## src/rtl/riscv_pkg.sv

```systemverilog
// rtl/riscv_pkg.sv - shared opcodes, FSM states and datapath mux/ALU encodings
package riscv_pkg;

  localparam logic [6:0] OP_RTYPE  = 7'b0110011;
  localparam logic [6:0] OP_ITYPE  = 7'b0010011;
  localparam logic [6:0] OP_LOAD   = 7'b0000011;
  localparam logic [6:0] OP_STORE  = 7'b0100011;
  localparam logic [6:0] OP_BRANCH = 7'b1100011;

  typedef enum logic [2:0] {
    ST_FETCH     = 3'd0,
    ST_DECODE    = 3'd1,
    ST_EXECUTE   = 3'd2,
    ST_BRANCH    = 3'd3,
    ST_MEM_READ  = 3'd4,
    ST_MEM_WRITE = 3'd5,
    ST_WRITEBACK = 3'd6,
    ST_TRAP      = 3'd7
  } state_e;

  localparam logic [1:0] SRCA_PC    = 2'b00;
  localparam logic [1:0] SRCA_OLDPC = 2'b01;
  localparam logic [1:0] SRCA_RS1   = 2'b10;

  localparam logic [1:0] SRCB_RS2  = 2'b00;
  localparam logic [1:0] SRCB_FOUR = 2'b01;
  localparam logic [1:0] SRCB_IMM  = 2'b10;

  localparam logic [1:0] ALUOP_ADD    = 2'b00;
  localparam logic [1:0] ALUOP_BRANCH = 2'b01;
  localparam logic [1:0] ALUOP_RTYPE  = 2'b10;
  localparam logic [1:0] ALUOP_ITYPE  = 2'b11;

  // Opcodes that proceed from DECODE through the common EXECUTE state.
  function automatic logic uses_execute(input logic [6:0] opcode);
    return (opcode == OP_RTYPE) || (opcode == OP_ITYPE) ||
           (opcode == OP_LOAD)  || (opcode == OP_STORE);
  endfunction

endpackage

```

## src/rtl/multicycle_control.sv

```systemverilog
// rtl/multicycle_control.sv - sequencing FSM for the multi-cycle RV32I datapath
module multicycle_control
  import riscv_pkg::*;
(
  input  logic        clk_i,
  input  logic        rst_i,
  input  logic [31:0] instruction_i,
  input  logic        mem_ready_i,
  input  logic        branch_taken_i,
  output logic        PCWrite,
  output logic        IRWrite,
  output logic        IorD,
  output logic        MemRead,
  output logic        MemWrite,
  output logic        MemtoReg,
  output logic        RegWrite,
  output logic        PCSource,
  output logic [1:0]  ALUSrcA,
  output logic [1:0]  ALUSrcB,
  output logic [1:0]  ALUOp,
  output logic        illegal_o,
  output logic [2:0]  state_o
);

  state_e     state_q;
  state_e     state_d;
  logic [6:0] opcode;
  logic       unused_instr_bits;

  assign opcode            = instruction_i[6:0];
  assign unused_instr_bits = ^instruction_i[31:7];
  assign state_o           = state_q;

  always_ff @(posedge clk_i) begin
    if (rst_i) begin
      state_q <= ST_FETCH;
    end else begin
      state_q <= state_d;
    end
  end

  always_comb begin
    state_d = state_q;
    case (state_q)
      ST_FETCH: begin
        if (mem_ready_i) state_d = ST_DECODE;
      end
      ST_DECODE: begin
        if (uses_execute(opcode))      state_d = ST_EXECUTE;
        else if (opcode == OP_BRANCH)  state_d = ST_BRANCH;
        else                           state_d = ST_TRAP;
      end
      ST_EXECUTE: begin
        case (opcode)
          OP_RTYPE, OP_ITYPE: state_d = ST_WRITEBACK;
          OP_LOAD:            state_d = ST_MEM_READ;
          OP_STORE:           state_d = ST_MEM_WRITE;
          default:            state_d = ST_TRAP;
        endcase
      end
      ST_BRANCH:    state_d = ST_FETCH;
      ST_MEM_READ: begin
        if (mem_ready_i) state_d = ST_WRITEBACK;
      end
      ST_MEM_WRITE: begin
        if (mem_ready_i) state_d = ST_FETCH;
      end
      ST_WRITEBACK: state_d = ST_FETCH;
      ST_TRAP:      state_d = ST_TRAP;
      default:      state_d = ST_TRAP;
    endcase
  end

  always_comb begin
    PCWrite   = 1'b0;
    IRWrite   = 1'b0;
    IorD      = 1'b0;
    MemRead   = 1'b0;
    MemWrite  = 1'b0;
    MemtoReg  = 1'b0;
    RegWrite  = 1'b0;
    PCSource  = 1'b0;
    ALUSrcA   = SRCA_PC;
    ALUSrcB   = SRCB_RS2;
    ALUOp     = ALUOP_ADD;
    illegal_o = 1'b0;
    case (state_q)
      ST_FETCH: begin
        MemRead = 1'b1;
        ALUSrcB = SRCB_FOUR;
        if (mem_ready_i) begin
          IRWrite = 1'b1;
          PCWrite = 1'b1;
        end
      end
      ST_DECODE: begin
        // Speculative branch target OldPC+imm lands in ALUOut here.
        ALUSrcA = SRCA_OLDPC;
        ALUSrcB = SRCB_IMM;
      end
      ST_EXECUTE: begin
        ALUSrcA = SRCA_RS1;
        case (opcode)
          OP_RTYPE: begin
            ALUSrcB = SRCB_RS2;
            ALUOp   = ALUOP_RTYPE;
          end
          OP_ITYPE: begin
            ALUSrcB = SRCB_IMM;
            ALUOp   = ALUOP_ITYPE;
          end
          default: begin
            ALUSrcB = SRCB_IMM;
            ALUOp   = ALUOP_ADD;
          end
        endcase
      end
      ST_BRANCH: begin
        ALUSrcA  = SRCA_RS1;
        ALUSrcB  = SRCB_RS2;
        ALUOp    = ALUOP_BRANCH;
        PCSource = 1'b1;
        PCWrite  = branch_taken_i;
      end
      ST_MEM_READ: begin
        IorD    = 1'b1;
        MemRead = 1'b1;
      end
      ST_MEM_WRITE: begin
        IorD     = 1'b1;
        MemWrite = 1'b1;
      end
      ST_WRITEBACK: begin
        RegWrite = 1'b1;
        MemtoReg = (opcode == OP_LOAD);
      end
      ST_TRAP: begin
        illegal_o = 1'b1;
      end
      default: begin
        illegal_o = 1'b1;
      end
    endcase
    // Reset abandons the instruction: no strobe may reach the datapath this cycle.
    if (rst_i) begin
      PCWrite   = 1'b0;
      IRWrite   = 1'b0;
      MemRead   = 1'b0;
      MemWrite  = 1'b0;
      RegWrite  = 1'b0;
      illegal_o = 1'b0;
    end
  end

endmodule

```

## config.mk

```make
export PLATFORM = sky130hd
export DESIGN_NAME = multicycle_control
export DESIGN_NICKNAME = d
export VERILOG_FILES = /design/src/rtl/riscv_pkg.sv /design/src/rtl/multicycle_control.sv
export SDC_FILE = /design/constraint.sdc
export NUM_CORES = 1
export LEC_CHECK = 0
export BUFFER_PORTS_ARGS = -buffer_cell sky130_fd_sc_hd__buf_2
export CAP_MARGIN = 10
export CORE_AREA = 2 2 39 41
export DETAILED_ROUTE_END_ITERATION = 8
export DIE_AREA = 0 0 41 43
export PLACE_DENSITY = 0.78
export SLEW_MARGIN = 0
export SYNTH_ARGS = -nofsm -noshare
export SYNTH_HDL_FRONTEND = slang
export SYNTH_SLANG_ARGS = --single-unit
```

## constraint.sdc

```tcl
create_clock -name clk_i -period 2.6 [get_ports clk_i]
set_clock_uncertainty 0.05 [all_clocks]
set_input_delay 0.26 -clock clk_i [delete_from_list [all_inputs] [get_ports clk_i]]
set_output_delay 0.26 -clock clk_i [all_outputs]
set_load 0.01 [all_outputs]
```

==> results of run 1 <==
[layer usage]
| layer | vias to the layer above | routed length, microns | GRT usage, % |
|---|---|---|---|
| met5 | - | 0 | 0 |
| met3 | 0 | 103 | 5.24 |
| met1 | 211 | 469 | 17.0 |
| met2 | 23 | 495 | 20.3 |
| met4 | 0 | 0 | 8.00 |
| li1 | 263 | - | - |
[worst paths after layout]
path                                               from                 endpoint  slack [ns]  depth (start not counted)
worst max-delay path            state_o[1]$_SDFFE_PP0P_                 MemtoReg        0.60                          4
worst min-delay path                              rst_i  state_o[1]$_SDFFE_PP0P_        0.24                          2
worst max register to register  state_o[0]$_SDFFE_PP0P_  state_o[1]$_SDFFE_PP0P_        1.13                          3
worst min register to register  state_o[1]$_SDFFE_PP0P_  state_o[0]$_SDFFE_PP0P_        0.67                          2
[per-stage QoR]
step,hold slack (ns),std cells,total power [uW],setup WS [ns],area (sq um)
floorplan,0.286,55,358,1.19,393
CTS,0.230,100,553,0.575,564
global placement,0.488,96,458,0.846,538
detailed placement,0.484,96,466,0.835,538
global route,0.239,100,594,0.482,564
finish,0.245,100,543,0.596,564
[final cells by class]
class	instances	area [sq um]	area share, %
multi-input combinational	47	310	55.0
timing repair buffer	28	140	24.8
tap	16	20.0	3.55
sequential	3	60.1	10.6
inverter	2	7.51	1.33
clock buffer	4	26.3	4.66
[Yosys cell counts (2+ instances only)]
master and n:
buf_2 3, and3_1 2, nand2b_1 5, nor2b_1 2, dfxtp_1 3, nand2_1 3, and3b_1 2, nor3_1 4
nand3b_1 2, nor2_1 8, a21oi_1 3, a21o_1 2
[worst max-delay path: stages (launching register included)]
cell	delay [ns]
dfxtp_1	0.61
nand2b_1	0.19
nor4_2	0.33
and3b_1	0.21
buf_2	0.12
[kinds of logic after synthesis]
kind of cell / after synthesis
and+or+nand+nor: 35
buffers and inverters: 5
AOI/OAI and AO/OA: 12
DFF: 3
[power by group through the flow]
stage	Combinational, uW	Clock [uW]	Sequential (uW)
floorplan	258	0	99.8
global placement	318	0	140
detailed placement	325	0	141
CTS	326	86.2	140
global route	354	91.7	149
finish	322	81.1	140
==> results.json, run 1 <==
{
  "yosys.area_share.simple_pct": 56.1,
  "p_sw_uw": 258,
  "area_delta_synth_final_pct": 43.6,
  "worst-path-max-fanout": 15,
  "largest_reg_flops": 3,
  "synth_cell_type_count": 28,
  "synth_warnings": 0,
  "post_cts_buffers": 0,
  "cts_sinks": 3,
  "final_cell_mix": "buf_2, nor2_1, nand2b_1",
  "worst_pin_slew_ns": 0.527,
  "p_int_uw": 285,
  "fin_crit_ns": 2.00,
  "slew_headroom_pct": 64.8,
  "hold_class": "primary input to flip-flop",
  "worstPathRequired_ns": 2.29,
  "setup-tns-final_ns": 0,
  "netlist.area_leader.share_pct": 15.3,
  "ys_seq_elements": 3,
  "syn_area_sq_um": 393,
  "synthXorXnorAreaFrac_pct": 0,
  "powerDensity_nw_per_um2": 962,
  "cts_buffer_depth": 2,
  "drv_cap": 0,
  "fin_util_pct": 40.8,
  "fp.dieW_microns": 41,
  "wl_per_cell_microns": 10.7,
  "ys.flop_type": "dfxtp_1",
  "arrival_ns": 1.69,
  "final_common_cell": "buf_2",
  "synth_top_family_by_area": "simple AND/OR/NAND/NOR gates",
  "synthAdderAreaFrac_pct": 0,
  "place_hpwl_microns": 821,
  "clock_latency_ns": 0.23,
  "slew_violations": 0,
  "cp-start-kind": "flip-flop",
  "power_frac_comb_pct": 59.3,
  "grt_usage_pct": 14.0,
  "final_nets": 121,
  "avgSynthCellArea_sq_um": 7.14,
  "clkTransAtPathRegs_ns": 0.04,
  "antenna_found_initial": 0,
  "holdBufCountCts": 0,
  "drc": 0,
  "yosysSeqAreaShare_pct": 15.3,
  "synth_edf_count": 0,
  "drt_wl_total_mm": 1.07,
  "fmax_mhz": 499,
  "p_clk_share_pct": 14.9,
  "grt_max_degree": 19,
  "fin_crit_sh_pct": 77.1,
  "power_frac_seq_pct": 25.8,
  "endpoint_kind": "output pin",
  "synth_fp_nets": 91,
  "cts_tree": "yes",
  "gp_congestion": 0.813,
  "synthArstFlopShare_pct": 0,
  "cts_resized": 0,
  "diodes": 0,
  "avgViaCountPerCell": 4.97,
  "die_h_microns": 43,
  "portBuffers": 28,
  "synth_compound_area_share_pct": 22.9,
  "finalHoldViolations": 0,
  "yosysTopAreaCell": "dfxtp_1",
  "synthTopCellsByArea": "dfxtp_1, nand2b_1, nor2_1",
  "outcome": "completed",
  "ir_drop_mv": 0.385,
  "htreeDepth": 1,
  "numCtsBuffers": 3,
  "dr.pass1.iters": 2,
  "muxShareOfSynthArea_pct": 0,
  "leakage_uw": 0.000305,
  "swShare_pct": 47.6,
  "num_rows": 14,
  "synthCells": 55,
  "core-area_sq_um": 1380,
  "antenna_left": 0,
  "critPathKind": "flip-flop to output pin",
  "start_util_pct": 28.4,
  "rsz0062_at_grt": "no",
  "setup_violations": 0,
  "ios": 54,
  "dr.first_iter.drc_count": 10,
  "grt_pass1_vias": 412,
  "num_vias": 497,
  "final.fill_count": 159,
  "fp.dieArea_sq_um": 1760,
  "grt_pass1_wl_mm": 1.68,
  "drive_gt1_share_pct": 42.9,
  "cts_root_buf": "clkbuf_4",
  "overflow": 0
}
No activity file was read; power rests on OpenSTA's default activity.
==> run 2, diff against run 1 <==
Settings changed: CORE_AREA 2 2 39 41 to unset, CORE_MARGIN set to 2, CORE_UTILIZATION set to 29, DIE_AREA 0 0 41 43 to unset, PLACE_DENSITY 0.78 to 0.77.
Clock period 2.6 ns to 2.1 ns, I/O delays scaled along.
==> results.json, run 2 (synthesized netlist as in run 1, its figures left out) <==
{
  "fp.dieW_microns": 40.8,
  "holdBufCountCts": 0,
  "final_nets": 122,
  "drc": 0,
  "fin_util_pct": 44.4,
  "cts_root_buf": "clkbuf_4",
  "reg2regPathDepth": 3,
  "leakage_uw": 0.000310,
  "final.fill_count": 137,
  "setup_violations": 0,
  "fin_crit_ns": 1.90,
  "grt_max_degree": 19,
  "largest_reg_flops": 3,
  "cts_sinks": 3,
  "hold_class": "primary input to flip-flop",
  "clock_latency_ns": 0.22,
  "final_cell_mix": "buf_2, nor2_1, nand2b_1",
  "gp_congestion": 0.840,
  "cts_resized": 0,
  "slew_violations": 0,
  "cp-start-kind": "flip-flop",
  "power_frac_seq_pct": 23.5,
  "p_sw_uw": 324,
  "place_hpwl_microns": 875,
  "area_delta_synth_final_pct": 45.2,
  "clkTransAtPathRegs_ns": 0.03,
  "endpoint_kind": "output pin",
  "worstPathRequired_ns": 1.84,
  "ir_drop_mv": 0.483,
  "regArea_sq_um": 60.1,
  "drt_wl_total_mm": 1.12,
  "htreeDepth": 1,
  "p_clk_share_pct": 13.9,
  "final_common_cell": "buf_2",
  "critPathKind": "flip-flop to output pin",
  "powerDensity_nw_per_um2": 1200,
  "overflow": 0,
  "start_util_pct": 30.6,
  "power_frac_comb_pct": 62.6,
  "dr.first_iter.drc_count": 13,
  "multi_input_area_sq_um": 310,
  "worst-path-max-fanout": 17,
  "cts_buffer_depth": 2,
  "wl_per_cell_microns": 11.2,
  "num_vias": 519,
  "diodes": 0,
  "rsz0062_at_grt": "no",
  "outcome": "completed",
  "p_int_uw": 363,
  "numCtsBuffers": 3,
  "core-area_sq_um": 1280,
  "setup-tns-final_ns": 0,
  "drv_cap": 0,
  "die_h_microns": 40.8,
  "grt_pass1_vias": 410,
  "grt_usage_pct": 15.3,
  "grt_pass1_wl_mm": 1.76,
  "fp.dieArea_sq_um": 1670,
  "drive_gt1_share_pct": 43.5,
  "arrival_ns": 1.64,
  "worst_pin_slew_ns": 0.566,
  "r2r_slack_ns": 0.63,
  "avgViaCountPerCell": 5.19,
  "slew_headroom_pct": 62.2,
  "finalHoldViolations": 0,
  "ios": 54,
  "swShare_pct": 47.2,
  "num_rows": 13,
  "fmax_mhz": 527,
  "cts_tree": "yes",
  "portBuffers": 28,
  "fin_crit_sh_pct": 90.4,
  "whs_path_depth": 2,
  "antenna_left": 0,
  "antenna_found_initial": 0,
  "whs_ns": 0.206,
  "post_cts_buffers": 0,
  "dr.pass1.iters": 4
}
[run 2: cell count changes in the layout (fill, tap and decap cells not counted)]
cell	before	now
buf_4	0	1
[run 2: cell type report]
cell class	count	area share [%]
Multi-Input combinational cell	47	54.4
Timing Repair Buffer	29	25.9
Sequential cell	3	10.5
Clock buffer	4	4.61
Tap cell	15	3.29
Inverter	2	1.32
[run 2: critical path: stages, from the launching register on]
cell,delay [ns]
dfxtp_1,0.44
nand2b_1,0.27
nor4_2,0.36
and3b_1,0.22
buf_2,0.13
[run 2: final timing paths]
check | start | endpoint
setup / recovery | state_o[0]$_SDFFE_PP0P_ | MemtoReg
hold / removal | rst_i | state_o[1]$_SDFFE_PP0P_
setup reg to reg | state_o[0]$_SDFFE_PP0P_ | state_o[1]$_SDFFE_PP0P_
hold reg to reg | state_o[1]$_SDFFE_PP0P_ | state_o[1]$_SDFFE_PP0P_
[run 2: power by group through the flow]
stage | Sequential (uW) | Combinational (uW) | Clock (uW)
3_3_place_gp | 161 | 423 | 0
5_1_grt | 174 | 472 | 111
6_report | 162 | 430 | 95.4
3_5_place_dp | 163 | 430 | 0
2_1_floorplan | 124 | 320 | 0
4_1_cts | 162 | 432 | 99.6
[run 2: per-stage QoR]
| step | cells | setup slack [ns] | cell area [sq um] | power [uW] |
|---|---|---|---|---|
| 2_1_floorplan | 55 | 0.745 | 393 | 443 |
| 3_3_place_gp | 96 | 0.490 | 544 | 584 |
| 3_5_place_dp | 96 | 0.415 | 544 | 594 |
| 4_1_cts | 100 | 0.172 | 571 | 694 |
| 5_1_grt | 100 | 0.0185 | 571 | 757 |
| 6_report | 100 | 0.201 | 571 | 687 |
[run 2: layer usage]
| layer | up-vias | wire (microns) | global-route usage [%] |
|---|---|---|---|
| met1 | 236 | 490 | 19.1 |
| li1 | 265 | - | - |
| met4 | 0 | 0 | 0 |
| met3 | 0 | 66 | 3.26 |
| met5 | - | 0 | 0 |
| met2 | 18 | 559 | 28.1 |
